`config.mk`:
```
export PLATFORM = sky130hd
export DESIGN_NAME = credit_to_time
export DESIGN_NICKNAME = d
export VERILOG_FILES = /design/src/rtl/credit_to_time_pkg.sv /design/src/rtl/credit_to_time_seq_divider.sv /design/src/rtl/credit_to_time.sv
export SDC_FILE = /design/constraint.sdc
export NUM_CORES = 1
export LEC_CHECK = 0
export ABC_AREA = 1
export BUFFER_PORTS_ARGS = -buffer_cell sky130_fd_sc_hd__buf_2
export CORE_MARGIN = 5
export CORE_UTILIZATION = 40
export DETAILED_ROUTE_END_ITERATION = 12
export HOLD_SLACK_MARGIN = 0.03
export PLACE_DENSITY = 0.64
export SLEW_MARGIN = 15
export SYNTH_ARGS = -nofsm -noshare
export SYNTH_HDL_FRONTEND = slang
export SYNTH_SLANG_ARGS = --single-unit
```
`constraint.sdc`:
```
create_clock -name clk -period 7.8 [get_ports clk]
set_clock_uncertainty 0.15 [all_clocks]
set_input_delay 0.39 -clock clk [delete_from_list [all_inputs] [get_ports clk]]
set_output_delay 0.39 -clock clk [all_outputs]
set_load 0.05 [all_outputs]
```
`src/rtl/credit_to_time_pkg.sv`:
```
// Shared definitions for the cents-to-seconds converter: hour band bounds and FSM encoding.
package credit_to_time_pkg;

    localparam int HOUR_PEAK_START = 8;
    localparam int HOUR_PEAK_END   = 18;
    localparam int HOURS_PER_DAY   = 24;

    typedef enum logic [1:0] {
        ST_IDLE = 2'd0,
        ST_CALC = 2'd1,
        ST_DONE = 2'd2
    } state_e;

    function automatic logic is_peak(input logic [4:0] hour);
        return (hour >= 5'(HOUR_PEAK_START)) && (hour < 5'(HOUR_PEAK_END));
    endfunction

endpackage

```
`src/rtl/credit_to_time_seq_divider.sv`:
```
// Restoring divider, one quotient bit per cycle MSB first; done_o pulses one cycle after the last bit.
module seq_divider #(
    parameter int NUM_W = 20,
    parameter int DEN_W = 4
) (
    input  logic             clk,
    input  logic             rst,
    input  logic             start_i,
    input  logic [NUM_W-1:0] num_i,
    input  logic [DEN_W-1:0] den_i,
    output logic             busy_o,
    output logic             done_o,
    output logic [NUM_W-1:0] quo_o,
    output logic [DEN_W-1:0] rem_o
);

    localparam int CNT_W = $clog2(NUM_W);

    logic [NUM_W-1:0] quo_q, quo_d;
    logic [DEN_W-1:0] rem_q, rem_d;
    logic [DEN_W-1:0] den_q, den_d;
    logic [CNT_W-1:0] cnt_q, cnt_d;
    logic             busy_q, busy_d;
    logic             done_q, done_d;
    logic [DEN_W:0]   trial;
    logic [DEN_W:0]   diff;
    logic             ge;

    // quo_q starts as the dividend and is shifted out while quotient bits shift in
    always_comb begin
        trial  = {rem_q, quo_q[NUM_W-1]};
        diff   = trial - {1'b0, den_q};
        ge     = trial >= {1'b0, den_q};
        quo_d  = quo_q;
        rem_d  = rem_q;
        den_d  = den_q;
        cnt_d  = cnt_q;
        busy_d = busy_q;
        done_d = 1'b0;
        if (start_i) begin
            quo_d  = num_i;
            rem_d  = '0;
            den_d  = den_i;
            cnt_d  = CNT_W'(NUM_W - 1);
            busy_d = 1'b1;
        end else if (busy_q) begin
            quo_d = {quo_q[NUM_W-2:0], ge};
            rem_d = ge ? diff[DEN_W-1:0] : trial[DEN_W-1:0];
            if (cnt_q == '0) begin
                busy_d = 1'b0;
                done_d = 1'b1;
            end else begin
                cnt_d = cnt_q - CNT_W'(1);
            end
        end
    end

    always_ff @(posedge clk) begin
        if (rst) begin
            quo_q  <= '0;
            rem_q  <= '0;
            den_q  <= '0;
            cnt_q  <= '0;
            busy_q <= 1'b0;
            done_q <= 1'b0;
        end else begin
            quo_q  <= quo_d;
            rem_q  <= rem_d;
            den_q  <= den_d;
            cnt_q  <= cnt_d;
            busy_q <= busy_d;
            done_q <= done_d;
        end
    end

    assign busy_o = busy_q;
    assign done_o = done_q;
    assign quo_o  = quo_q;
    assign rem_o  = rem_q;

endmodule

```
`src/rtl/credit_to_time.sv`:
```
// Converts paid cents into parking seconds at the hour-band rate, with valid/ready on both sides.
// Optional build macro REMAINDER_CARRY_EN carries the division remainder into the next request.
//
// state   | meaning
// IDLE    | ready for a request
// CALC    | divider running
// DONE    | result presented until the consumer takes it
module credit_to_time
    import credit_to_time_pkg::*;
#(
    parameter int         CENTS_W      = 14,
    parameter int         SEC_W        = 12,
    parameter logic [3:0] OFFPEAK_RATE = 4'd1,
    parameter logic [3:0] PEAK_RATE    = 4'd2
) (
    input  logic               clk,
    input  logic               rst,
    input  logic [7:0]         sw,
    input  logic [CENTS_W-1:0] cents_in,
    input  logic               req_valid,
    output logic               req_ready,
    output logic [SEC_W-1:0]   sec_out,
    output logic               sat,
    output logic               err,
    output logic               resp_valid,
    input  logic               resp_ready
);

    localparam int NUM_W = CENTS_W + 6;

    state_e           state_q, state_d;
    logic [SEC_W-1:0] sec_q, sec_d;
    logic             sat_q, sat_d;
    logic             err_q, err_d;
    logic             resp_valid_q, resp_valid_d;

    logic [4:0]       hour;
    logic [3:0]       rate;
    logic [NUM_W-1:0] num;
    logic             div_start;
    logic             div_busy;
    logic             div_done;
    logic [NUM_W-1:0] div_quo;
    logic [3:0]       div_rem;
    logic             div_ovf;
    logic             unused_bits;

    assign hour    = sw[4:0];
    assign rate    = is_peak(hour) ? PEAK_RATE : OFFPEAK_RATE;
    assign div_ovf = |div_quo[NUM_W-1:SEC_W];

`ifdef REMAINDER_CARRY_EN
    logic [3:0] carry_q, carry_d;
    assign num = NUM_W'(cents_in) * NUM_W'(60) + NUM_W'(carry_q);
    assign unused_bits = ^{sw[7:5], div_busy};
`else
    assign num = NUM_W'(cents_in) * NUM_W'(60);
    assign unused_bits = ^{sw[7:5], div_busy, div_rem};
`endif

    seq_divider #(
        .NUM_W(NUM_W),
        .DEN_W(4)
    ) u_div (
        .clk     (clk),
        .rst     (rst),
        .start_i (div_start),
        .num_i   (num),
        .den_i   (rate),
        .busy_o  (div_busy),
        .done_o  (div_done),
        .quo_o   (div_quo),
        .rem_o   (div_rem)
    );

    always_comb begin
        state_d      = state_q;
        sec_d        = sec_q;
        sat_d        = sat_q;
        err_d        = err_q;
        resp_valid_d = resp_valid_q;
        div_start    = 1'b0;
`ifdef REMAINDER_CARRY_EN
        carry_d      = carry_q;
`endif
        case (state_q)
            ST_IDLE: begin
                if (req_valid) begin
                    if (hour >= 5'(HOURS_PER_DAY)) begin
                        // resp_valid follows one cycle later from DONE
                        state_d = ST_DONE;
                        err_d   = 1'b1;
                        sec_d   = '0;
                        sat_d   = 1'b0;
`ifdef REMAINDER_CARRY_EN
                        carry_d = '0;
`endif
                    end else begin
                        state_d   = ST_CALC;
                        div_start = 1'b1;
                    end
                end
            end
            ST_CALC: begin
                if (div_done) begin
                    state_d      = ST_DONE;
                    resp_valid_d = 1'b1;
                    err_d        = 1'b0;
                    sat_d        = div_ovf;
                    sec_d        = div_ovf ? '1 : div_quo[SEC_W-1:0];
`ifdef REMAINDER_CARRY_EN
                    carry_d      = div_rem;
`endif
                end
            end
            ST_DONE: begin
                if (!resp_valid_q) begin
                    resp_valid_d = 1'b1;
                end else if (resp_ready) begin
                    resp_valid_d = 1'b0;
                    state_d      = ST_IDLE;
                end
            end
            default: state_d = ST_IDLE;
        endcase
    end

    always_ff @(posedge clk) begin
        if (rst) begin
            state_q      <= ST_IDLE;
            sec_q        <= '0;
            sat_q        <= 1'b0;
            err_q        <= 1'b0;
            resp_valid_q <= 1'b0;
`ifdef REMAINDER_CARRY_EN
            carry_q      <= '0;
`endif
        end else begin
            state_q      <= state_d;
            sec_q        <= sec_d;
            sat_q        <= sat_d;
            err_q        <= err_d;
            resp_valid_q <= resp_valid_d;
`ifdef REMAINDER_CARRY_EN
            carry_q      <= carry_d;
`endif
        end
    end

    assign req_ready  = (state_q == ST_IDLE);
    assign resp_valid = resp_valid_q;
    assign sec_out    = sec_q;
    assign sat        = sat_q;
    assign err        = err_q;

endmodule

```
==> results_dict.tcl <==
set metrics [dict create \
    status "completed" \
    fmax_ghz 0.3387 \
    cts_htree_levels 2 \
    yosysSeqAreaShare_pct 25.58 \
    critPathSlowestCell "fa_1" \
    dominantRegCellSynth "dfxtp_1" \
    chipWidth_um 108.9 \
    slew_violations 0 \
    syn_to_final_growth_pct 9.626 \
    dieHeight_um 108.9 \
    clkSlewWorstSetupHoldPaths_ns 0.09 \
    wl_per_cell_um 10.55 \
    clk_latency_ns 0.30 \
    synth_top_area_cell "dfxtp_1" \
    cpPeakStageDelay_ns 0.52 \
    grt-ovfl-total 0 \
    rsz0062_at_grt "no" \
    cpMostUsedCell "nand2_1" \
    clock-sinks 50 \
    arrival_ns 2.96 \
    cts_root_buffer "clkbuf_8" \
    num_rows 36 \
    syn_inst 555 \
    ff_latch_area_um2 1001 \
    whs_path_depth 4 \
    path_class "in2reg" \
    hold_viol 0 \
    cts_tree "built" \
    drv_cap 0 \
    ios 42 \
    grt_pass1_vias 3135 \
    synthesis.nets 632 \
    crit_fanout 5 \
    synth-seq-cells 50 \
    avgSynthCellArea_um2 7.050 \
    ctsHoldBuffers 0 \
    io_buffers 37 \
    firstDrtPassIters 4 \
    nets 661 \
    crit_chain "buf_2 -> inv_1 -> fa_1 -> fa_1 -> inv_1 -> ha_1 -> nand2_1 -> inv_1 -> nand2_1 -> nand2_1 -> a21oi_1 -> nand2_1 -> nand2_1 -> nand3_1 -> nand2_1 -> a21oi_1" \
    synthTopCellsByArea "dfxtp_1 (26%), nand2_1 (14%), fa_1 (13%)" \
    drtIter0Drc 122 \
    async_flop_share_pct 0 \
    drt-total-wl_um 7578 \
    vias 3382 \
    post_cts_buffers 0 \
    netlist_top_cells_count "nand2_1 (141), inv_1 (108), dfxtp_1 (50)" \
    r2r_end "u_div.quo_o[10]$_SDFFE_PP0P_" \
    cellLeakagePower_nw 2.120 \
    yosysWarningCount 0 \
    holdPathEnd "state_q[1]$_SDFFE_PP0P_" \
    grt_max_degree 40 \
    grt.total_usage_pct 13.79 \
    syn_area_um2 3913 \
    cts_buffers 5 \
    cts_resized 0 \
    period_needed_ns 2.952 \
    rr_startpoint "state_q[1]$_SDFFE_PP0P_" \
    hpwl_um 6000 \
    setup_viol 0 \
    setup_tns_ns 0 \
    power.density_nw_per_um2 220.2 \
    grt_pass1_wl_um 13640 \
    yosysMostFrequentCell "nand2_1" \
    core-area_um2 9639 \
    cp_data_required_time_ns 7.81 \
    r2r.worst_path.cells 7 \
    vias_per_cell 4.710 \
    ir_drop_v 0.00008000 \
    relSlewSlack_pct 46.91 \
    r2r_slack_ns 5.60 \
    min_path_type "in2reg" \
    globalplace.congestion 0.8142 \
    ant_nets 0 \
    fin_total_pwr_mw 0.9446 \
    cts_max_path_buffers 2 \
    ys_types 36 \
    antenna_cells 0 \
    critPathCaptureType "register" \
    dieArea_um2 11860 \
    antenna_found_initial 0 \
    period_share_pct 37.85 \
    hp-start "resp_ready" \
    drive_gt1_share_pct 12.48 \
    drt_drc_violations_left 0 \
    initial_core_util_pct 40.59 \
    synth-edff-count 0 \
    synth_top_area_share_pct 25.58 \
    tightest_slew_ns 0.7964 \
    fill_cells 1005 \
    multi_input_area_um2 2407 \
    crit_path_start_kind "input port" \
]
==> routing by layer <==
layer	wire length (um)	share of wire (%)	vias to the layer above	track usage (%)
li1	-	-	1787	-
met1	3713	49	1549	18.36
met2	3585	47	41	24.04
met3	226	3.0	5	1.835
met4	53	0.70	0	2.525
met5	0	0	-	0
==> state kept, by name (all words and copies together) (netlist names) <==
name	count
err	1
resp_valid	1
sat	1
sec_out	12
state_q	2
u_div.busy_o	1
u_div.cnt_q	5
u_div.den_q	2
u_div.done_o	1
u_div.quo_o	20
u_div.rem_o	4
==> where the power goes <==
part	internal, mW	switching [mW]	total [mW]	leakage, nW
clock network	0.0958	0.0862	0.182	0.0514
registers	0.282	0.0240	0.306	0.407
logic	0.156	0.301	0.457	1.66
total	0.533	0.411	0.945	2.12
==> final cells by class <==
cell class	count	share of cell area (%)
multi-input combinational	379	56.13
clock buffer	6	1.692
inverter	111	9.772
timing repair buffer	37	4.317
clock inverter	2	0.8751
tap	133	3.880
sequential	50	23.34
==> cell usage in the layout (no fill, tap or decap), types with 2 or more instances in the layout <==
| cell type | instances |
|---|---|
| buf_2 | 37 |
| nor2_1 | 36 |
| a21oi_2 | 9 |
| a21oi_1 | 37 |
| a31oi_1 | 9 |
| o21ai_2 | 8 |
| clkbuf_8 | 5 |
| o211ai_1 | 3 |
| inv_1 | 108 |
| nand2_1 | 141 |
| inv_2 | 2 |
| nand3_1 | 37 |
| fa_1 | 26 |
| nor4_1 | 3 |
| dfxtp_1 | 50 |
| xor2_1 | 3 |
| ha_1 | 25 |
| nor2_2 | 3 |
| o21ai_1 | 9 |
| o21ai_0 | 8 |
| nor3_1 | 7 |
| nand4_1 | 4 |
==> worst max path at each step <==
stage                 startpoint                      endpoint  slack [ns]  cells past startpoint
floorplan           cents_in[11]  u_div.quo_o[17]$_SDFFE_PP0P_        4.90                     15
global placement    cents_in[11]  u_div.quo_o[17]$_SDFFE_PP0P_        4.55                     16
detailed placement  cents_in[11]  u_div.quo_o[19]$_SDFFE_PP0P_        4.51                     16
CTS                 cents_in[11]  u_div.quo_o[19]$_SDFFE_PP0P_        4.83                     16
global route        cents_in[11]  u_div.quo_o[19]$_SDFFE_PP0P_        4.56                     16
finish              cents_in[11]  u_div.quo_o[17]$_SDFFE_PP0P_        4.85                     16
==> critical path: cells and delay by family <==
kind	cells	cell delay [ns]
compound gates	2	0.21
simple gates	7	0.58
fa+ha+maj	3	1.36
buf+inv	4	0.42
==> stage by stage <==
stage                     instances  instance area [um2]  worst slack [ns]  hold WS [ns]  util, %
after floorplan                 555                 3913             4.900        0.3047        -
after global placement          710                 4179             4.545        0.3030    43.35
after detailed placement        710                 4179             4.510        0.3046    43.35
after CTS                       718                 4289             4.833        0.2232    44.50
after global routing            718                 4289             4.556        0.2440    44.50
final                           718                 4289             4.848        0.2275    44.50
==> logic make-up after synthesis <==
group,count (synthesis),share of synthesized area [%]
fa+ha+maj,51,21.30
simple gates,238,26.00
xor+xnor,4,0.8956
flops,50,25.58
buf+inv,126,12.89
compound gates,86,13.34
Power figures use the tool's default switching activity.
